==> src/rtl/uart_rx.sv <==
// uart_rx: 8N1 UART receiver with a show-ahead receive FIFO.
//
// The serial input is synchronised through two flops. A counter-driven FSM
// samples it in the middle of each bit and assembles bytes LSB first.
// Completed bytes go into a small FIFO. Two sticky error flags report a bad
// stop bit and a byte that was dropped because the FIFO was full.
//
// Ports:
//   clk        system clock
//   rst        asynchronous, active-high reset
//   rxd        serial line (asynchronous to clk, idle high)
//   rx_data    FIFO head byte, meaningful only while rx_valid=1
//   rx_valid   FIFO not empty
//   rx_ready   consumer pops the head when rx_valid && rx_ready at a clk edge
//   clr_err    single-cycle pulse that clears frame_err and overrun
//   frame_err  sticky: a stop bit was sampled low
//   overrun    sticky: a completed byte was dropped (FIFO full)
//   rx_busy    receiver FSM is not idle
module uart_rx #(
    parameter int unsigned CLK_FREQ   = 27000000,
    parameter int unsigned BAUD_RATE  = 115200,
    parameter int unsigned FIFO_DEPTH = 4
) (
    input  logic       clk,
    input  logic       rst,
    input  logic       rxd,
    output logic [7:0] rx_data,
    output logic       rx_valid,
    input  logic       rx_ready,
    input  logic       clr_err,
    output logic       frame_err,
    output logic       overrun,
    output logic       rx_busy
);

    localparam int unsigned CLKS_PER_BIT = CLK_FREQ / BAUD_RATE;
    localparam int unsigned HALF_BIT     = CLKS_PER_BIT / 2;
    localparam int unsigned CNT_W        = (CLKS_PER_BIT > 1) ? $clog2(CLKS_PER_BIT) : 1;
    localparam int unsigned AW           = $clog2(FIFO_DEPTH);
    localparam int unsigned PW           = AW + 1;

    localparam logic [CNT_W-1:0] BIT_LAST  = CNT_W'(CLKS_PER_BIT - 1);
    localparam logic [CNT_W-1:0] HALF_LAST = CNT_W'(HALF_BIT - 1);

    typedef enum logic [2:0] {
        StIdle,
        StStart,
        StData,
        StStop,
        StWaitHigh
    } state_e;

    // ------------------------------------------------------------------
    // Input synchroniser (resets to the idle line level)
    // ------------------------------------------------------------------
    logic rxd_meta_q;
    logic rxd_s;

    always_ff @(posedge clk or posedge rst) begin
        if (rst) begin
            rxd_meta_q <= 1'b1;
            rxd_s      <= 1'b1;
        end else begin
            rxd_meta_q <= rxd;
            rxd_s      <= rxd_meta_q;
        end
    end

    // ------------------------------------------------------------------
    // Receiver FSM: state register
    // ------------------------------------------------------------------
    state_e           state_q, state_d;
    logic [CNT_W-1:0] cnt_q, cnt_d;
    logic [2:0]       bit_idx_q, bit_idx_d;
    logic [7:0]       shift_q, shift_d;

    always_ff @(posedge clk or posedge rst) begin
        if (rst) begin
            state_q   <= StIdle;
            cnt_q     <= '0;
            bit_idx_q <= '0;
            shift_q   <= '0;
        end else begin
            state_q   <= state_d;
            cnt_q     <= cnt_d;
            bit_idx_q <= bit_idx_d;
            shift_q   <= shift_d;
        end
    end

    // ------------------------------------------------------------------
    // Receiver FSM: next state and datapath
    // ------------------------------------------------------------------
    always_comb begin
        state_d   = state_q;
        cnt_d     = cnt_q + CNT_W'(1);
        bit_idx_d = bit_idx_q;
        shift_d   = shift_q;
        case (state_q)
            StIdle: begin
                cnt_d = '0;
                if (!rxd_s) begin
                    state_d = StStart;
                end
            end
            StStart: begin
                if (cnt_q == HALF_LAST) begin
                    cnt_d     = '0;
                    bit_idx_d = '0;
                    // A start bit that is no longer low at mid-bit was a glitch
                    state_d   = rxd_s ? StIdle : StData;
                end
            end
            StData: begin
                if (cnt_q == BIT_LAST) begin
                    cnt_d     = '0;
                    shift_d   = {rxd_s, shift_q[7:1]};
                    bit_idx_d = bit_idx_q + 3'd1;
                    if (bit_idx_q == 3'd7) begin
                        state_d = StStop;
                    end
                end
            end
            StStop: begin
                if (cnt_q == BIT_LAST) begin
                    cnt_d = '0;
                    // Returning to idle mid stop bit lets the next start edge resync
                    state_d = rxd_s ? StIdle : StWaitHigh;
                end
            end
            StWaitHigh: begin
                cnt_d = '0;
                if (rxd_s) begin
                    state_d = StIdle;
                end
            end
            default: begin
                state_d = StIdle;
                cnt_d   = '0;
            end
        endcase
    end

    // ------------------------------------------------------------------
    // Receiver FSM: outputs
    // ------------------------------------------------------------------
    logic stop_tick;
    logic push;
    logic frame_set;

    always_comb begin
        rx_busy   = (state_q != StIdle);
        stop_tick = (state_q == StStop) && (cnt_q == BIT_LAST);
        push      = stop_tick && rxd_s;
        frame_set = stop_tick && !rxd_s;
    end

    // ------------------------------------------------------------------
    // Show-ahead receive FIFO
    // ------------------------------------------------------------------
    logic [7:0]    mem_q [FIFO_DEPTH];
    logic [PW-1:0] wr_ptr_q, rd_ptr_q;
    logic          empty;
    logic          full;
    logic          pop;
    logic          accept;
    logic          drop;

    always_comb begin
        empty  = (wr_ptr_q == rd_ptr_q);
        // Full when the pointers differ only in the wrap bit
        full   = (wr_ptr_q[AW] != rd_ptr_q[AW]) && (wr_ptr_q[AW-1:0] == rd_ptr_q[AW-1:0]);
        pop    = !empty && rx_ready;
        // A pop in the same cycle frees the slot the push writes into
        accept = push && (!full || pop);
        drop   = push && full && !pop;
    end

    always_ff @(posedge clk or posedge rst) begin
        if (rst) begin
            wr_ptr_q <= '0;
            rd_ptr_q <= '0;
            for (int i = 0; i < FIFO_DEPTH; i++) begin
                mem_q[i] <= '0;
            end
        end else begin
            if (accept) begin
                mem_q[wr_ptr_q[AW-1:0]] <= shift_q;
                wr_ptr_q                <= wr_ptr_q + PW'(1);
            end
            if (pop) begin
                rd_ptr_q <= rd_ptr_q + PW'(1);
            end
        end
    end

    assign rx_data  = mem_q[rd_ptr_q[AW-1:0]];
    assign rx_valid = !empty;

    // ------------------------------------------------------------------
    // Sticky error flags: a set in the same cycle wins over clr_err
    // ------------------------------------------------------------------
    logic frame_err_q;
    logic overrun_q;

    always_ff @(posedge clk or posedge rst) begin
        if (rst) begin
            frame_err_q <= 1'b0;
            overrun_q   <= 1'b0;
        end else begin
            frame_err_q <= frame_set || (frame_err_q && !clr_err);
            overrun_q   <= drop || (overrun_q && !clr_err);
        end
    end

    assign frame_err = frame_err_q;
    assign overrun   = overrun_q;

endmodule

==> config.mk <==
export PLATFORM = sky130hd
export DESIGN_NAME = uart_rx
export DESIGN_NICKNAME = d
export VERILOG_FILES = /design/src/rtl/uart_rx.sv
export SDC_FILE = /design/constraint.sdc
export NUM_CORES = 1
export LEC_CHECK = 0
export CAP_MARGIN = 5
export CORE_MARGIN = 3
export CORE_UTILIZATION = 45
export CTS_BUF_LIST = sky130_fd_sc_hd__clkbuf_16
export DETAILED_ROUTE_END_ITERATION = 12
export RECOVER_POWER = 25
export SLEW_MARGIN = 20
export SYNTH_ARGS = -nofsm -noshare
export SYNTH_HDL_FRONTEND = slang
export SYNTH_SLANG_ARGS = --single-unit
==> constraint.sdc <==
create_clock -name clk -period 2.8 [get_ports clk]
set_input_delay 0.84 -clock clk [delete_from_list [all_inputs] [get_ports clk]]
set_output_delay 0.84 -clock clk [all_outputs]
set_load 0.01 [all_outputs]
==> results by stage, run 1 <==
STA:
- The worst clock skew is about 4.1 ps.
- The worst path uses 96.8% of the clock period.
- The peak clock frequency supported by timing is 0.369 GHz.
- Setup repair after global routing left no endpoint under its margin.
- The setup TNS is 0 ps.
- The transition time of the tightest slew-check pin is 755 ps.
- The number of hold-slack violations in the final timing report is 0.
- The total setup violations reported at the end of the flow is 0.
- The max-slew violation total from the final report is 0.
- The post-layout minimum cycle time is roughly 2700 ps.
- The remaining max-slew budget at the tightest pin is 49.6%.

Setup path:
- The worst register-to-register path begins at cnt_q[1]$_DFF_PP0_.
- At the worst endpoint, the arrival time is 1870 ps.
- The worst-case register-to-register setup slack is 700 ps.
- The standard cell with the maximum stage delay on the critical path is sky130_fd_sc_hd__mux4_2.
- The maximum single-stage delay on the critical path is 540 ps.
- The critical register-to-register path endpoint is mem_q[7]$_DFFE_PP0P_.
- The worst setup path is of the reg -> out kind.
- The kind of end point of the critical path is an output pin.
- STA classifies the critical path startpoint as a register.
- Walking the worst path, the cells encountered are buf_6 > mux4_2 > clkdlybuf4s50_1.
- Counting cells, the worst reg-to-reg path comes to 6.
- The maximum fanout along the worst path is 11.
- The worst setup path startpoint is rd_ptr_q[0]$_DFFE_PP0P_.
- The data required time at the worst endpoint is ~2000 ps.

Clock tree:
- The clock latency on the worst-skew pair is approximately 320 ps.
- Post-CTS timing repair inserted 0 buffers for setup.
- Hold repair after CTS inserted 0 buffers.
- The number of buffers inserted during clock tree synthesis is 9.
- The clock passes through at most 2 buffers.
- The clock tree synthesis step divided the H-tree into 3 levels.
- The CTS tree is done.
- The cell sitting at the root of the clock tree is a sky130_fd_sc_hd__clkbuf_16.
- The clock-pin slew of the registers on the worst-case setup and hold paths is approximately 50 ps.
- Clock tree synthesis found a total of 64 sinks.

Route:
- The final layout contains routed wiring with a total length of roughly 5.2 mm.
- The number of search-and-repair iterations in the first detailed-routing pass is 4.
- The post-detailed-route via-to-cell ratio is 5.58.
- The residual antenna-violating net count after detailed routing is 0.
- Dividing the detail-routed wire length by the instance count gives approximately 17 um.
- The number of remaining DRC errors is 0.
- The total vias in the final route is 1753.
- In this run, the number of DRC markers left after iteration 0 of detailed routing was 81.

Global route:
- For met1 alone, demand over resource in global routing was just over 20%.
- The first global-routing pass estimated a little over 9 mm of wire.
- The met2 layer usage reported by global route is between 20% and 30%.
- The initial antenna violation count was 0.
- The global-route usage over all layers is around 16%.
- For this run, global-route usage on met3 was measured as 3.20%.
- The number of global-route vias before repair came to 1846.
- met2 is the most crowded layer.
- The largest net degree at the start of global routing is 45.
- The total overflow left after global routing is 0.

Layout:
- The layout net count is 248.
- The repair_antennas step left the layout with diodes totalling 0.
- The layout overhead on the synthesized area is 17.3%.
- The number of inserted filler cells in the final layout is 519.
- The post-route netlist has 32.9% of its cells at a drive strength greater than 1.
- At the end of the flow the core is filled with cells to 54.9%.

Synth:
- The commonest cells after synthesis are sky130_fd_sc_hd__dfrtp_1 (62), sky130_fd_sc_hd__mux2_2 (43), sky130_fd_sc_hd__nor2_1 (14).
- The share of the synthesized area in the top cell type is 51.6%.
- In this run, distinct cell masters in the synthesized netlist total 42.
- The most instantiated flip-flop cell in the synthesis netlist is sky130_fd_sc_hd__dfrtp_1.
- Yosys attributes the largest share of cell area to sky130_fd_sc_hd__dfrtp_1 (52%), sky130_fd_sc_hd__mux2_2 (16%), sky130_fd_sc_hd__mux4_2 (6.0%).
- The mean post-synth cell area is 14.4 um^2.
- In this run, synthesis produced a sequential element count of 64.
- The most common cell in the synthesized netlist is sky130_fd_sc_hd__dfrtp_1.
- The number of flops mapped to enable cells by yosys is 0.
- Summing the sequential cell areas from Yosys gives 53.4% of the chip area.
- The area of the mapped netlist is roughly 3000 um^2.
- Synthesis produced a netlist whose cell count is roughly 210.
- The total number of yosys warnings is 0.
- When the netlist entered floorplanning its net count stood at 223.
- The fraction of registers with async set or reset after synthesis is 100%.
- The biggest area contributor in the post-synthesis netlist is sky130_fd_sc_hd__dfrtp_1.

Hold path:
- The worst hold path was traced through 0 stages.
- The startpoint of the most critical hold path is rxd_meta_q$_DFF_PP1_.
- The path type of the worst min-delay path is reg -> reg.
- The endpoint of the worst hold path is rxd_s$_DFF_PP1_.

Floorplanning:
- The floorplan step defined a die boundary enclosing 7690 um^2.
- The die boundary height is 87.7 um.
- Row generation in the floorplan step produced 29 rows.
- The die width is 87.7 um.
- During I/O placement, the number of pins put on the boundary was 17.
- In this run the standard cell core region covers 6420 um^2.
- The starting density of the core is 46.8%.

Run status:
- The flow ran to the end, and the final reports show no timing, DRC or antenna violations.

Power:
- Across the VDD grid, the largest voltage drop is 0.389 mV.
- The total power per unit cell area is 561 nW/um^2.
- The cell leakage power is around 1.7 nW.

Run:
- The number of maximum-capacitance violations is 0.

Placed design:
- The final weighted congestion of routability-driven global placement is ~0.85.
- The detailed-placement wirelength estimate is approximately 3.6 mm.
- During placement, the flow inserted port buffers numbering 16.
per-layer routing:
layer	wire length (um)	up-vias	part of all wire [%]
met5	0	-	0
li1	-	808	-
met3	151	5	2.9
met2	2730	26	52
met4	57	0	1.1
met1	2290	914	44
worst max-delay path, delay by kind of cell, from the launching register on:
| kind | cells | cell delay, ps |
|---|---|---|
| buf+inv | 2 | 680 |
| flops | 1 | 330 |
| mux | 1 | 540 |
metrics by stage:
stage,power (mW),cells,cell area [um^2],hold WS (ps),setup slack (ps)
3_5_place_dp,0.976,299,3270,349,268
6_report,1.98,314,3520,354,88.6
4_1_cts,2.01,314,3550,357,13.6
2_1_floorplan,0.960,208,3000,345,365
3_3_place_gp,0.975,299,3270,346,296
5_1_grt,2.06,314,3520,362,22.5
cell usage in the layout, fill, tap and decap left out, drive strengths merged, types with 2 or more instances in the layout:
master         synthesis  routed
a22o                   2       2
buf                    5       2
clkbuf                 0      10
clkdlybuf4s50          0      14
clkinv                 0       5
dfrtp                 62      62
dfstp                  2       2
dlygate4sd3            0       2
ha                    10      10
inv                    8       8
mux2                  43      43
mux4                   8       8
nand2                  4       4
nand3                  8       8
nand3b                 2       2
nand4                  2       2
nand4b                 3       3
nor2                  14      14
o32ai                  2       2
xnor2                  7       7
xor2                   6       6
cell families after synthesis:
family,after synthesis,share of synthesized area [%]
AO/OA/AOI/OAI,12,3.17
flip-flops,64,53.4
XOR/XNOR,13,3.79
multiplexers,52,22.4
AND/OR/NAND/NOR,44,11.1
buffers and inverters,13,1.92
adder cells (fa/ha/maj),10,4.16
layout make-up:
| cell class | count | area, um^2 | area share [%] |
|---|---|---|---|
| well taps | 77 | 96.3 | 2.73 |
| clock buffers | 9 | 225 | 6.39 |
| flip-flops and latches | 64 | 1610 | 45.5 |
| repair buffers | 19 | 186 | 5.29 |
| multi-input cells | 131 | 1330 | 37.7 |
| inverters | 8 | 30.0 | 0.852 |
| clock inverters | 6 | 51.3 | 1.46 |
power by group:
part | leakage [nW] | switching, mW | internal [mW]
sequential | 0.871 | 0.00127 | 0.929
clock | 0.138 | 0.353 | 0.669
combinational | 0.674 | 0.0189 | 0.00636
worst max path at each step:
stage	end	slack, ps	cells past startpoint
2_1_floorplan	bit_idx_q[0]$_DFFE_PP0P_	370	1
3_3_place_gp	mem_q[4]$_DFFE_PP0P_	300	4
3_5_place_dp	mem_q[2]$_DFFE_PP0P_	270	4
4_1_cts	rx_data[6]	10	3
5_1_grt	rx_data[6]	20	3
6_report	rx_data[6]	90	3
registers in the layout, summed over array words and instances, names as in the netlist:
register    cells
bit_idx_q       3
cnt_q           8
frame_err       1
mem_q          32
overrun         1
rd_ptr_q        3
rxd_meta_q      1
rxd_s           1
shift_q         8
state_q         3
wr_ptr_q        3
repair_timing:
item | 4_1_cts | 5_1_grt
setup endpoints to repair | 1 | 6
gates resized for setup | 1 | 1
pin swaps | 0 | 0
Note: power is estimated with default switching activity, not from simulation.
==> run 2: changes to the inputs <==
CAP_MARGIN = not set   (was 5)
CTS_CLUSTER_DIAMETER = 200   (was not set)
==> results of run 2 <==
Same layout as run 1: the final DEF is identical, and so are final timing and power.
